## config.mk

```make
export PLATFORM = sky130hd
export DESIGN_NAME = sipo_loader
export DESIGN_NICKNAME = d
export VERILOG_FILES = /design/src/rtl/sipo_loader.sv
export SDC_FILE = /design/constraint.sdc
export NUM_CORES = 1
export LEC_CHECK = 0
export CAP_MARGIN = 0
export CORE_MARGIN = 1
export CORE_UTILIZATION = 42
export CTS_CLUSTER_DIAMETER = 100
export DETAILED_ROUTE_END_ITERATION = 7
export PLACE_DENSITY = 0.65
export SLEW_MARGIN = 10
export SYNTH_ARGS = -nofsm -noshare
export SYNTH_HDL_FRONTEND = slang
export SYNTH_SLANG_ARGS = --single-unit
```

## constraint.sdc

```tcl
create_clock -name i_clk -period 1.4 [get_ports i_clk]
set_input_delay 0.28 -clock i_clk [delete_from_list [all_inputs] [get_ports i_clk]]
set_output_delay 0.28 -clock i_clk [all_outputs]
set_load 0.1 [all_outputs]
```

## src/rtl/sipo_loader.sv

```systemverilog
// sipo_loader
//   Builds a WIDTH-bit word from a framed serial bit stream and hands it to a
//   downstream enable-gated D-register bank. The word appears on o_d_out with a
//   one-cycle o_load_en strobe. Frames that are aborted by a restart or a
//   timeout raise the sticky o_err flag.
//
// Ports
//   i_clk      clock, rising edge
//   i_rst_n    asynchronous active-low reset
//   i_start    frame start request, sampled every cycle
//   i_sdi      serial data bit
//   i_sdi_vld  i_sdi carries a valid bit this cycle
//   o_d_out    assembled word, registered, held between loads
//   o_load_en  one-cycle strobe marking a new o_d_out
//   o_busy     high while shifting or loading
//   o_err      sticky abort flag
//
// States
//   state    | meaning
//   ST_IDLE  | waiting for i_start; serial input ignored
//   ST_SHIFT | collecting bits, watching for restart and timeout
//   ST_LOAD  | one cycle presenting the new word with o_load_en
module sipo_loader #(
  parameter int WIDTH     = 3,
  parameter bit MSB_FIRST = 1'b1,
  parameter int TIMEOUT   = 15
) (
  input  logic             i_clk,
  input  logic             i_rst_n,
  input  logic             i_start,
  input  logic             i_sdi,
  input  logic             i_sdi_vld,
  output logic [WIDTH-1:0] o_d_out,
  output logic             o_load_en,
  output logic             o_busy,
  output logic             o_err
);

  localparam int BW = $clog2(WIDTH);
  // Keep the timeout counter at least one bit wide when the timeout is disabled.
  localparam int TW = (TIMEOUT > 0) ? $clog2(TIMEOUT + 1) : 1;

  localparam logic [BW-1:0] LAST_BIT = BW'(WIDTH - 1);
  localparam logic [TW-1:0] LAST_TO  = TW'(TIMEOUT - 1);

  typedef enum logic [1:0] {
    ST_IDLE,
    ST_SHIFT,
    ST_LOAD
  } state_t;

  state_t           r_state;
  logic [WIDTH-1:0] r_sr;
  logic [BW-1:0]    r_bit_cnt;
  logic [TW-1:0]    r_to_cnt;
  logic [WIDTH-1:0] w_sr_next;

  generate
    if (MSB_FIRST) begin : g_msb_first
      assign w_sr_next = {r_sr[WIDTH-2:0], i_sdi};
    end else begin : g_lsb_first
      assign w_sr_next = {i_sdi, r_sr[WIDTH-1:1]};
    end
  endgenerate

  always_ff @(posedge i_clk or negedge i_rst_n) begin
    if (!i_rst_n) begin
      r_state   <= ST_IDLE;
      r_sr      <= '0;
      r_bit_cnt <= '0;
      r_to_cnt  <= '0;
      o_d_out   <= '0;
      o_load_en <= 1'b0;
      o_busy    <= 1'b0;
      o_err     <= 1'b0;
    end else begin
      o_load_en <= 1'b0;
      case (r_state)
        ST_IDLE: begin
          o_busy <= 1'b0;
          if (i_start) begin
            r_state   <= ST_SHIFT;
            r_sr      <= '0;
            r_bit_cnt <= '0;
            r_to_cnt  <= '0;
            o_err     <= 1'b0;
            o_busy    <= 1'b1;
          end
        end

        ST_SHIFT: begin
          if (i_start) begin
            // Restart drops any bit presented in the same cycle.
            r_sr      <= '0;
            r_bit_cnt <= '0;
            r_to_cnt  <= '0;
            o_err     <= 1'b1;
          end else if (i_sdi_vld) begin
            r_sr     <= w_sr_next;
            r_to_cnt <= '0;
            if (r_bit_cnt == LAST_BIT) begin
              r_bit_cnt <= '0;
              o_d_out   <= w_sr_next;
              o_load_en <= 1'b1;
              r_state   <= ST_LOAD;
            end else begin
              r_bit_cnt <= r_bit_cnt + 1'b1;
            end
          end else if (TIMEOUT > 0) begin
            if (r_to_cnt == LAST_TO) begin
              r_to_cnt <= '0;
              r_state  <= ST_IDLE;
              o_busy   <= 1'b0;
              o_err    <= 1'b1;
            end else begin
              r_to_cnt <= r_to_cnt + 1'b1;
            end
          end
        end

        ST_LOAD: begin
          if (i_start) begin
            // Back-to-back frame: the next START overlaps this cycle.
            r_state   <= ST_SHIFT;
            r_sr      <= '0;
            r_bit_cnt <= '0;
            r_to_cnt  <= '0;
            o_err     <= 1'b0;
            o_busy    <= 1'b1;
          end else begin
            r_state <= ST_IDLE;
            o_busy  <= 1'b0;
          end
        end

        default: begin
          r_state <= ST_IDLE;
          o_busy  <= 1'b0;
        end
      endcase
    end
  end

endmodule

```

==> metrics.cfg <==
[global_routing]
grt_use_total_pct = 19.0
antenna_found_initial = 0
grt_pass1_vias = 659
overflow = 0
grt_first_pass_wirelength_mm = 2.82
grt_max_degree = 17

[sta]
slew_headroom_pct = 82.5
worst_slew_pin_slew_ps = 263
period_share_pct = 95.0
fin_skew_ps = 0.482
hold_violations = 0
slew_violations = 0
setup_ws_ps = 70.7
rsz0062_at_grt = false
fmax_ghz = 0.752
period_minus_slack_ps = 1330
setup_viol = 0

[drt]
dr_total_vias = 598
wl_per_cell_microns = 13.0
viasPerCell = 5.07
first_pass_iters = 4
drt_iter0_markers = 8
drc = 0
finalWirelength_mm = 1.53
ant_nets = 0

[critical_path]
crit_path_end_kind = flop
crit_path_max_fanout = 4
r2r_end = o_d_out[2]
worst_ep_arrival_time_ps = 1490
critPathLaunch = i_start
cp-endpoint = o_d_out[2]
critPathMaxStageDelay_ps = 440
crit_required_ps = 1570
regToRegSetupSlack_ps = 90
rr_startpoint = r_bit_cnt[0]
slowest_stage = clkdlybuf4s50_1
path_cells = clkdlybuf4s50_1 -> and4bb_4 -> nand2b_4 -> inv_2 -> mux2_4
cp-start-kind = primary input
worst-r2r-cell-count = 4
worst-setup-path-type = primary input to flop

[layout]
syn2layout_area_growth_pct = 34.5
design_area_sq_um = 1080
final_nets = 102
fillers = 158
diodes = 0
fin_cells = 118
regArea_sq_um = 400
mostFrequentLayoutCell = dfrtp_1
mostFrequentLayoutCells = dfrtp_1, buf_4, nand3_1, o21ai_0, buf_12
multi_input_area_sq_um = 377
drive_above_1_share_pct = 31.2

[die]
die_y_microns = 45.8
core_area_sq_um = 1760
placementRows = 15
ioPinCount = 11
dieArea_sq_um = 2100
die_w_microns = 45.8
start_util_pct = 45.7

[synth]
synth_area_sq_um = 806
synth_fp_nets = 79
synth.distinct_cells = 26
ys_ff_latch = 16
syn_avg_cell_area_sq_um = 11.2
seq_area_frac_synth_pct = 49.7
ys_warn_count = 0
syn_inst = 72

[placed_design]
place_area_sq_um = 1050
place_ws_ps = -231
dpl.cell_count = 114
post-dp-hpwl_mm = 1.16
port_buffers = 10
gp_congestion = 0.746

[cts]
clk-insertion-delay-late_ps = 270
cts-root-buf = clkbuf_4
cts.sinks = 16
hold_buffers = 0
clock_path_buffers = 2
cts_buffers = 3
clk_pin_slew_worst_paths_ps = 90
cts_tree = built
h-tree-depth = 1

[job]
drv_cap = 0

[power_and_ir_drop]
power.leakage_nw = 0.519
totalPowerFinal_mw = 1.82
pwr_density_cell_nw_per_um2 = 1680
irDropWorstVdd_mv = 0.802

[status]
status = finished clean

[min_path]
hp-class = primary input to asynchronous set/reset pin

## through the flow
stage,hold WS (ps),utilization [%],setup TNS [ps]
4_1_cts,322,60.7,0
6_report,316,61.4,0
3_3_place_gp,509,59.4,-1810
5_1_grt,349,61.4,0
2_1_floorplan,-15.6,-,0
3_5_place_dp,514,59.4,-2040
## worst max-delay path, delay by kind of cell
kind / cells / cell delay, ps
buffers and inverters: 2 / 510
and+or+nand+nor: 2 / 420
muxes: 1 / 290
## cell usage after synthesis (all sizes together)
master | count | share of area [%]
o211ai | 2 | 1.9
nand4b | 1 | 1.1
a32oi | 1 | 1.1
dfrtp | 16 | 50
nor4b | 1 | 2.9
inv | 4 | 1.9
a21oi | 5 | 3.1
o311ai | 1 | 2.0
nor3b | 1 | 0.93
nand2 | 5 | 2.3
nor2 | 2 | 0.93
ha | 2 | 3.1
or2b | 2 | 2.3
o21ai | 8 | 5.0
a211oi | 1 | 0.93
mux2 | 3 | 5.6
and4b | 1 | 1.2
buf | 2 | 2.0
and4bb | 1 | 2.0
nand2b | 5 | 4.8
and2 | 1 | 0.78
nand3 | 7 | 4.3
## cell type report
type	instances	area share (%)
timing repair buffer	20	21.9
inverter	4	1.39
multi-input combinational	50	34.8
tap	25	2.89
sequential	16	37.0
clock buffer	3	2.08
## report_power, final
group | internal, mW | leakage (nW) | switching, mW
registers | 0.555 | 0.209 | 0.0885
logic | 0.394 | 0.297 | 0.547
clock network | 0.0994 | 0.0138 | 0.132
## per-layer routing
| layer | track usage, % | wire length [microns] |
|---|---|---|
| met1 | 26.2 | 713 |
| met2 | 29.4 | 752 |
| met3 | 3.17 | 53 |
| met4 | 8.24 | 11 |
| met5 | 0 | 0 |
## worst min-delay path by stage
stage,endpoint,startpoint,slack [ps]
floorplan,o_busy,i_rst_n,-20
global placement,o_d_out[2],r_sr[1],510
detailed placement,o_d_out[2],r_sr[1],510
CTS,r_to_cnt[2],i_rst_n,320
global route,o_busy,i_rst_n,350
finish,r_to_cnt[2],i_rst_n,320
## state kept, by name (all words and copies together) (netlist names)
register   count
o_d_out        3
o_busy         1
r_state        2
r_to_cnt       4
o_load_en      1
r_sr           2
r_bit_cnt      2
o_err          1
## cells by family after synthesis
| group | share of synthesized area, % |
|---|---|
| and+or+nand+nor | 23.8 |
| AOI/OAI and AO/OA | 14.0 |
| buffers and inverters | 3.88 |
| muxes | 5.59 |
| DFF | 49.7 |
| adders and majority gates | 3.11 |
## repair_timing
| item | in CTS | in global routing |
|---|---|---|
| setup buffers | 0 | 1 |
| setup endpoints to repair | 0 | 4 |
| gates resized for setup | 0 | 3 |
Note: power is estimated with default switching activity, not from simulation.
